`src/rtl/sqrt_reconstruct.sv`:
```
// Rebuilds the radicand D = Q*Q + R from a square-root result (root Q, remainder R).
// It squares Q MSB-first, one root bit per cycle, then adds R. It also flags illegal remainders and overflow.
module sqrt_reconstruct #(
  parameter int QW = 16
) (
  input  logic            clk,
  input  logic            rst,
  input  logic            in_valid,
  output logic            in_ready,
  input  logic [QW-1:0]   Q,
  input  logic [QW:0]     R,
  output logic            out_valid,
  input  logic            out_ready,
  output logic [2*QW-1:0] D,
  output logic            r_ok,
  output logic            overflow
);

  localparam int CW = (QW > 1) ? $clog2(QW) : 1;

  typedef enum logic [1:0] {IDLE, MUL, ADD, DONE} state_t;

  state_t          r_state;
  logic [QW-1:0]   r_q;
  logic [QW:0]     r_r;
  logic [2*QW:0]   r_acc;
  logic [CW-1:0]   r_cnt;
  logic            r_rOkCap;
  logic            r_inReady;
  logic            r_outValid;
  logic [2*QW-1:0] r_d;
  logic            r_rOk;
  logic            r_overflow;

  logic            w_rOk;
  logic [2*QW:0]   w_partial;
  logic [2*QW:0]   w_sum;

  // A legal remainder never exceeds 2Q, so the widened Q serves as the limit.
  assign w_rOk     = (R <= {Q, 1'b0});
  assign w_partial = r_q[r_cnt] ? {{(QW+1){1'b0}}, r_q} : '0;
  assign w_sum     = r_acc + {{QW{1'b0}}, r_r};

  assign in_ready  = r_inReady;
  assign out_valid = r_outValid;
  assign D         = r_d;
  assign r_ok      = r_rOk;
  assign overflow  = r_overflow;

  always_ff @(posedge clk or posedge rst) begin
    if (rst) begin
      r_state    <= IDLE;
      r_q        <= '0;
      r_r        <= '0;
      r_acc      <= '0;
      r_cnt      <= '0;
      r_rOkCap   <= 1'b0;
      r_inReady  <= 1'b1;
      r_outValid <= 1'b0;
      r_d        <= '0;
      r_rOk      <= 1'b0;
      r_overflow <= 1'b0;
    end else begin
      case (r_state)
        IDLE: begin
          if (in_valid) begin
            r_q       <= Q;
            r_r       <= R;
            r_rOkCap  <= w_rOk;
            r_acc     <= '0;
            r_cnt     <= CW'(QW-1);
            r_inReady <= 1'b0;
            r_state   <= MUL;
          end
        end
        MUL: begin
          r_acc <= {r_acc[2*QW-1:0], 1'b0} + w_partial;
          r_cnt <= r_cnt - 1'b1;
          if (r_cnt == '0) begin
            r_state <= ADD;
          end
        end
        ADD: begin
          // The sum keeps its top bit, so overflow is visible instead of wrapping silently.
          r_acc      <= w_sum;
          r_d        <= w_sum[2*QW-1:0];
          r_overflow <= w_sum[2*QW];
          r_rOk      <= r_rOkCap;
          r_outValid <= 1'b1;
          r_state    <= DONE;
        end
        DONE: begin
          if (out_ready) begin
            r_outValid <= 1'b0;
            r_inReady  <= 1'b1;
            r_state    <= IDLE;
          end
        end
        default: begin
          r_state <= IDLE;
        end
      endcase
    end
  end

endmodule

```
`config.mk`:
```
export PLATFORM = sky130hd
export DESIGN_NAME = sqrt_reconstruct
export DESIGN_NICKNAME = d
export VERILOG_FILES = /design/src/rtl/sqrt_reconstruct.sv
export SDC_FILE = /design/constraint.sdc
export NUM_CORES = 1
export LEC_CHECK = 0
export BUFFER_PORTS_ARGS = -buffer_cell sky130_fd_sc_hd__buf_2
export CAP_MARGIN = 25
export CORE_MARGIN = 2
export CORE_UTILIZATION = 25
export DETAILED_ROUTE_END_ITERATION = 12
export GPL_ROUTABILITY_DRIVEN = 0
export SYNTH_ARGS = -nofsm -noshare
export SYNTH_HDL_FRONTEND = slang
export SYNTH_SLANG_ARGS = --single-unit
export TNS_END_PERCENT = 5
```
`constraint.sdc`:
```
create_clock -name clk -period 4.7 [get_ports clk]
set_input_delay 0.47 -clock clk [delete_from_list [all_inputs] [get_ports clk]]
set_output_delay 0.47 -clock clk [all_outputs]
set_load 0.05 [all_outputs]
```
Yosys cells after proc, flatten, opt, wreduce, memory -nomap -nowiden --
Index checks and enable logic that the tools add are counted.
Storage, ports and cells: output and inout port bits 36, register bits 109
Cells by class: reductions and logical operators 12, order comparisons 2, mux-type cells 16, eq/ne operators 6, $add $sub $neg 3
Operators by type and width (count):
- 33-bit case mux with 3 select lines | 1
- 33-bit by 16-bit adder with 33-bit output | 1
- 33-bit by 17-bit adder with 33-bit output | 1
- 33-bit 2-to-1 mux | 1
- 17-bit less-or-equal comparator | 1
- 16-bit 2-to-1 mux | 1
- 2-bit case mux with 4 select lines | 1
- 4-bit case mux with 2 select lines | 1
- 2-bit AND reduction | 4
- 2-bit 2-to-1 mux | 3
- 2-bit inequality test (second input constant) | 3
- 3-bit AND reduction | 2
- 2-bit nonzero test | 3
- 4-bit by 5-bit < comparator with 1-bit output (second input constant) | 1
- 1-bit binary-select mux with 4-bit select | 1
- 2-bit == test (second input constant) | 2
- 4-bit logical NOT | 1
- 1-bit 2-to-1 mux | 4
- 4-bit 2-to-1 mux | 1
- 1-bit case mux with 2 select lines | 2
- 4-bit by 1-bit subtractor with 4-bit output (second input constant) | 1
- 3-bit nonzero test | 1
- 2-bit by 1-bit == test with 1-bit output (second input constant) | 1
- 2-bit logical NOT | 1

Logic depth before layout (Yosys ltp) --
Gate-level depths: netlist of run 1.
depth in word-level cells 5, gate-level depth with buffers 15, depth with buffers taken out 13

Worst setup path before layout of run 1 --
No wires, ideal clock.
path kind register to register, start point reg r_cnt[0], end point reg r_acc[21], slack 0.395 ns, setup time 0.126 ns, data arrival time 4.179 ns, stages on the path, launching flop included 16, period minus slack after synthesis 4.305 ns, required time 4.574 ns, cell sequence dfrtp_1 -> clkbuf_1 -> mux4_2 -> mux4_2 -> clkbuf_1 -> and2_1 -> ha_1 -> fa_1 -> a211oi_1 -> o21ai_1 -> a211oi_2 -> o31ai_4 -> a21oi_4 -> nor3_1 -> xor2_1 -> a221o_1
Between the ends: longest elaborated chain between the ends 5
Ends and longest elaborated chain:
- from (decl) | RTL line 27 | logic [CW-1:0] r_cnt;
- from (signal assigned) | RTL line 71 | r_cnt <= CW'(QW-1);
- from (signal assigned) | RTL line 78 | r_cnt <= r_cnt - 1'b1;
- 1-bit binary-select mux with 4-bit select | RTL line 41 | assign w_partial = r_q[r_cnt] ? {{(QW+1){1'b0}}, r_q} : '0;
- 1-bit 2-to-1 mux (not written as such) | RTL line 41
- 16-bit 2-to-1 mux | RTL line 41
- 33-bit by 16-bit adder with 33-bit output | RTL line 77 | r_acc <= {r_acc[2*QW-1:0], 1'b0} + w_partial;
- 33-bit case mux with 3 select lines | RTL line 64 | case (r_state)
- to (signal assigned) | RTL line 77
- to (signal assigned) | RTL line 85 | r_acc <= w_sum;
- to (decl) | RTL line 26 | logic [2*QW:0] r_acc;
No other way between the ends. The select of a mux whose other input is x is not followed. A chain may end at the register's enable or synchronous reset.

Final worst setup path of run 1 --
Same ends and word-level chain as after synthesis.

==> results of run 1 <==
-- repair_timing --
item	CTS	global route
hold endpoints to repair	0	0
setup buffers	0	0
endpoints found under the setup margin	0	6
gates resized for setup	0	1
-- cell usage in the layout (no fill, tap or decap), drive strengths merged, types with 4 or more instances in the layout --
cell,netlist,routed
xnor2,27,27
a211oi,8,8
a21o,23,23
o21a,5,5
nand3,25,25
nor3,18,18
ha,53,53
mux4,5,5
a221o,10,10
o211ai,4,4
mux2,30,30
xor2,29,29
nand2b,8,8
and2,16,16
o221ai,5,5
clkbuf,29,10
dfrtp,108,108
a31oi,9,9
buf,7,79
nand4,5,5
nor2b,8,8
o31ai,4,4
and3,6,6
o21ai,64,64
nor2,47,47
or3,8,8
a21oi,60,60
or2,6,6
a22oi,9,9
nor3b,4,4
nand2,61,61
inv,29,32
-- per-stage QoR --
stage	hold slack, ns	cells	setup WS (ns)	power [uW]	util
2_1_floorplan	0.458	759	0.395	4070	-
3_3_place_gp	0.487	1182	0.284	4850	0.278
3_5_place_dp	0.493	1184	0.186	4930	0.279
4_1_cts	0.348	1200	0.176	5730	0.289
5_1_grt	0.0905	1202	0.0636	6150	0.291
6_report	0.0674	1203	0.292	5730	0.291
-- state kept, by name, indices dropped and copies added, names as in the netlist --
signal,count
out_valid,1
r_rOkCap,1
r_r,17
D,32
in_ready,1
r_ok,1
r_cnt,4
overflow,1
r_state,2
r_acc,33
r_q,16
-- path summary, 6_finish.rpt --
| kind | start | slack, ns | endpoint |
|---|---|---|---|
| worst max-delay path | r_cnt[0]$_DFFE_PP0P_ | 0.29 | r_acc[21]$_DFFE_PP0P_ |
| worst min-delay path | rst | 0.07 | D[5]$_DFFE_PP0P_ |
| worst max register to register | r_cnt[0]$_DFFE_PP0P_ | 0.29 | r_acc[21]$_DFFE_PP0P_ |
| worst min register to register | D[7]$_DFFE_PP0P_ | 0.51 | D[7]$_DFFE_PP0P_ |
| max in group asynchronous | rst | 3.78 | r_cnt[0]$_DFFE_PP0P_ |
| min in group clk | out_ready | 0.35 | out_valid$_DFFE_PP0P_ |
-- power by group through the flow --
stage               Combinational, uW  Clock [uW]  Sequential [uW]
floorplan                        2020           0             2050
global placement                 3210           0             1640
detailed placement               3270           0             1660
CTS                              3280         807             1640
global route                     3610         842             1690
finish                           3300         789             1640
-- metal layers --
layer  routed length [microns]  track usage
met5                         0            0
met4                       384       0.0375
met3                       804       0.0203
met2                      8610        0.203
met1                      9510        0.184
-- synth_stat cells (5+ instances only) --
cell type	n
a221o_1	10
nor2_1	47
mux2_2	30
a22oi_1	9
xnor2_1	27
and2_1	15
o21ai_0	60
o221ai_1	5
nand4_1	5
a21o_1	23
inv_1	29
ha_1	53
mux4_2	5
xor2_1	29
nand3_1	23
clkbuf_1	29
nor2b_1	8
dfrtp_1	108
nand2b_1	8
or3_1	7
nor3_1	18
or2_2	5
a21oi_1	56
a211oi_1	6
nand2_1	61
a31oi_1	9
-- cells by family after synthesis --
kind of cell	after synthesis
xor+xnor	56
fa+ha+maj	55
compound gates	221
simple gates	217
flops	109
mux	36
buf+inv	65
-- area by class of cell --
type	count	area, sq um	area share
diodes	1	2.50	0.000301
clock buffers	10	239	0.0288
clock inverters	6	55.1	0.00663
inverters	29	111	0.0134
multi-input cells	585	4240	0.510
flip-flops and latches	109	2730	0.329
well taps	384	480	0.0579
repair buffers	79	445	0.0537
-- worst max-delay path, stage by stage, from the launching register on --
cell and delay, ns:
dfrtp_2 0.48, mux4_2 0.53, mux4_2 0.60, and2_1 0.21, ha_1 0.22, fa_1 0.43, a211oi_1 0.26, o21ai_1 0.19
a211oi_2 0.32, o31ai_4 0.14, a21oi_4 0.31, nor3_1 0.10, xor2_1 0.15, a221o_1 0.36
==> flow_metrics.py, run 1 <==
metrics = {
    "outcome": {
        "status": "finished clean",
    },
    "sta": {
        "slew_viol_final": 0,
        "fin_setup_tns_ns": 0,
        "setup_violations": 0,
        "worstMarginPinSlew_ns": 0.720,
        "fin_crit_sh": 0.938,
        "fmax_mhz": 227,
        "skew_ns": 0.0113,
        "hold_violations": 0,
        "max_slew_margin": 0.519,
        "period_minus_slack_ns": 4.41,
        "rsz0062_at_grt": "false",
    },
    "flow_run": {
        "cap_violations": 0,
    },
    "detailed_routing": {
        "vias": 5855,
        "post_drt_via_cell_ratio": 4.87,
        "drt_pass1_iterations": 5,
        "drc": 0,
        "totalWireLength_microns": 19300,
        "wl_per_cell_microns": 16.0,
        "drt_iter0_drc": 434,
        "antenna_left": 0,
    },
    "die": {
        "dieArea_sq_um": 30300,
        "core_area_sq_um": 28500,
        "pin_count": 73,
        "die_height_microns": 174,
        "start_util": 0.253,
        "rows": 62,
        "die_w_microns": 174,
    },
    "synth": {
        "synth_simple_gate_area_share": 0.150,
        "async_flop_share": 1.00,
        "synth_xor_area_frac": 0.0679,
        "ys_ff_latch": 109,
        "syn_area_per_cell_sq_um": 9.51,
        "synth_fa_ha_area_frac": 0.0974,
        "synth.area.mux_share": 0.0638,
        "yosysWarnings": 0,
        "synth_top_family_by_area": "compound AO/OA/AOI/OAI gates",
        "synth_compound_area_frac": 0.207,
        "synth_top_area_cell": "dfrtp_1",
        "syn_inst": 759,
        "synth_top_cell_area_share": 0.374,
        "synth_area_leaders": "dfrtp_1 37%, ha_1 9.2%, mux2_2 4.7%",
        "synth_edf_count": 0,
        "synth_nets": 851,
        "synth-main-ff-cell": "dfrtp_1",
        "ys_seq_area_frac": 0.378,
        "syn-cell-area_sq_um": 7220,
        "yosysUniqueCellTypes": 68,
    },
    "worst_setup_path": {
        "endpoint_kind": "flip-flop",
        "worstSetupStartpointType": "flip-flop",
        "cp_max_fo": 16,
        "cp.arrival_ns": 4.66,
        "critPathRequiredTime_ns": 4.95,
        "criticalPathCategory": "flip-flop to flip-flop",
        "r2r_cells": 13,
    },
    "clock_network": {
        "ctsHoldBuffers": 0,
        "cts_max_level": 3,
        "clockBufferDepth": 2,
        "clock_latency_ns": 0.36,
        "cts_inserted_buffers": 9,
        "cts_tree": "built",
        "cts_sinks": 109,
        "cts_root_buffer": "clkbuf_16",
        "path_clk_slew_ns": 0.08,
    },
    "finish": {
        "layout-drive-gt1-share": 0.194,
        "areaGrowthSynthToFinish_pct": 15.0,
        "nets": 905,
        "final_area_sq_um": 8300,
        "fillers": 3094,
    },
    "pwr": {
        "pwr-share-seq": 0.286,
        "leakagePower_uw": 0.00373,
        "power.internal_uw": 2880,
        "switching_share": 0.498,
        "p_per_area_nw_per_um2": 690,
        "ir_worst_vdd_mv": 0.240,
        "pwr-share-clk": 0.138,
        "p_comb_frac": 0.576,
        "p_sw_uw": 2850,
    },
    "global_route": {
        "antenna_found_initial": 0,
        "grt_usage": 0.130,
        "grt_pass1_vias": 5624,
        "grt_max_degree": 73,
        "grt_overflow_total": 0,
        "grt_pass1_wl_microns": 31200,
    },
    "worst_hold_path": {
        "hold_class": "input port to async pin",
    },
    "place": {
        "hpwl_microns": 14500,
        "place_area_sq_um": 7960,
        "io_buffers": 72,
    },
}
(Power assumes the default switching activity.)
==> inputs of run 2 (changes only) <==
--- a/config.mk
+++ b/config.mk
@@ -11,6 +11,7 @@
 export CORE_UTILIZATION = 25
 export DETAILED_ROUTE_END_ITERATION = 12
 export GPL_ROUTABILITY_DRIVEN = 0
+export RECOVER_POWER = 100
 export SYNTH_ARGS = -nofsm -noshare
 export SYNTH_HDL_FRONTEND = slang
 export SYNTH_SLANG_ARGS = --single-unit
==> run 2 against run 1 <==
The run now ends with capacitance limit, slew limit left. Global-route usage stayed put. Utilization decreased by 0.34 points. Critical path depth did not move. Wire length increased by 0.17%. Die area is the same. Count of clock-buffer cells in the layout unchanged. Non-clock buffer count is the same. Critical path type unchanged. Critical endpoint unchanged.
==> flow_metrics.py, run 2 (same netlist as run 1, synthesis figures left out) <==
metrics = {
    "outcome": {
        "status": "finished with violations",
        "violations": "capacitance limit, slew limit",
    },
    "worst_hold_path": {
        "hold_class": "input port to async pin",
    },
    "worst_setup_path": {
        "endpoint_kind": "flip-flop",
        "crit_top_cell": "mux4_2",
        "cp_max_fo": 16,
        "max_stage_delay_ns": 0.60,
        "critPathRequiredTime_ns": 4.95,
        "cp_num_buf_inv": 0,
        "cp.arrival_ns": 4.64,
        "worstReg2RegStart": "r_cnt[0]$_DFFE_PP0P_",
        "critical_path.startpoint": "r_cnt[0]$_DFFE_PP0P_",
        "rrSetupSlack_ns": 0.31,
        "crit_chain": "mux4_2 > mux4_2 > and2_0 > ha_1 > fa_1 > a211oi_1 > o21ai_1 > a211oi_2 > o31ai_4 > a21oi_4 > nor3_1 > xor2_1 > a221o_1",
        "crit_family": "compound AO/OA/AOI/OAI gates",
        "cp_slowest_cell": "mux4_2",
        "worstSetupStartpointType": "flip-flop",
        "criticalPathCategory": "flip-flop to flip-flop",
    },
    "finish": {
        "final_common_cell": "dfrtp_1",
        "areaGrowthSynthToFinish_pct": 13.6,
        "layout-drive-gt1-share": 0.143,
        "fillers": 3106,
        "largest_register_ffs": 33,
        "regMostFlops": "r_acc",
        "final_cell_mix": "107 x dfrtp_1, 61 x nand2_1, 60 x o21ai_0, 56 x a21oi_1, 53 x ha_1",
        "nets": 905,
    },
    "die": {
        "die_w_microns": 174,
        "rows": 62,
        "dieArea_sq_um": 30300,
        "start_util": 0.253,
        "pin_count": 73,
        "die_height_microns": 174,
        "core_area_sq_um": 28500,
    },
    "pwr": {
        "total_power_uw": 5700,
        "ir_worst_vdd_mv": 0.240,
        "leakagePower_uw": 0.00360,
        "p_per_area_nw_per_um2": 695,
    },
    "clock_network": {
        "clockBufferDepth": 2,
        "cts_setup_buffers": 0,
        "cts_max_level": 3,
        "path_clk_slew_ns": 0.08,
        "cts_sinks": 109,
        "cts_inserted_buffers": 9,
        "cts_resized": 0,
        "cts_root_buffer": "clkbuf_16",
        "clock_latency_ns": 0.36,
        "cts_tree": "built",
        "ctsHoldBuffers": 0,
    },
    "detailed_routing": {
        "drt_pass1_iterations": 5,
        "totalWireLength_microns": 19300,
        "vias": 5860,
        "wl_per_cell_microns": 16.1,
        "antenna_left": 0,
        "drt_iter0_drc": 432,
        "post_drt_via_cell_ratio": 4.87,
        "drc": 0,
    },
    "sta": {
        "skew_ns": 0.0116,
        "slew_viol_final": 204,
        "setup_violations": 0,
        "rsz0062_at_grt": "false",
        "fmax_mhz": 228,
        "period_minus_slack_ns": 4.39,
        "fin_setup_tns_ns": 0,
        "fin_crit_sh": 0.935,
        "hold_violations": 0,
        "max_slew_margin": -0.978,
        "worstMarginPinSlew_ns": 2.97,
    },
    "global_route": {
        "grt_pass1_wl_microns": 31200,
        "grt_usage": 0.130,
        "grt_max_degree": 73,
        "grt_overflow_total": 0,
        "antenna_found_initial": 0,
        "grt_pass1_vias": 5624,
    },
    "flow_run": {
        "cap_violations": 4,
    },
    "place": {
        "io_buffers": 72,
        "hpwl_microns": 14500,
    },
}
-- run 2: stage by stage --
stage               cell area, sq um  hold slack, ns  setup slack (ns)  utilization  instances
floorplan                       7220           0.458             0.395            -        759
global placement                7940           0.487             0.284        0.278       1182
detailed placement              7960           0.493             0.186        0.279       1184
CTS                             8260           0.348             0.176        0.289       1200
global route                    8200           0.353            0.0338        0.287       1202
finish                          8200           0.290             0.305        0.287       1203
-- run 2: worst reg2reg max path, delay by kind of cell (launching register included) --
kind	cells	cell delay [ns]
compound gates	6	1.56
xor+xnor	1	0.15
flops	1	0.48
simple gates	2	0.32
mux	2	1.13
fa+ha+maj	2	0.65
-- run 2: path summary, 6_finish.rpt --
| kind | to | depth (start not counted) |
|---|---|---|
| worst max-delay path | r_acc[21]$_DFFE_PP0P_ | 13 |
| worst min-delay path | D[5]$_DFFE_PP0P_ | 2 |
| worst max register to register | r_acc[21]$_DFFE_PP0P_ | 13 |
| worst min register to register | D[13]$_DFFE_PP0P_ | 1 |
| max in group asynchronous | r_acc[29]$_DFFE_PP0P_ | 3 |
| min in group clk | out_valid$_DFFE_PP0P_ | 2 |
-- run 2: final cells by class --
class                      count  area (sq um)  share of cell area
multi-input combinational    585          4220               0.515
sequential                   109          2730               0.333
tap                          384           480              0.0586
timing repair buffer          79           365              0.0445
clock buffer                  10           239              0.0291
inverter                      29           110              0.0134
clock inverter                 6          55.1             0.00671
antenna                        1          2.50            0.000305
-- run 2: report_power, final --
group	leakage (uW)	total, uW	internal [uW]	switching [uW]
Clock	0.000139	789	386	403
Sequential	0.00135	1650	1320	329
Combinational	0.00211	3260	1140	2120
Total	0.00360	5700	2850	2850
-- run 2: layer usage --
layer,vias to the layer above,global-route usage,part of all wire
met2,148,0.203,0.44
met4,0,0.0375,0.019
li1,2854,-,-
met5,-,0,0
met3,22,0.0203,0.043
met1,2836,0.184,0.49
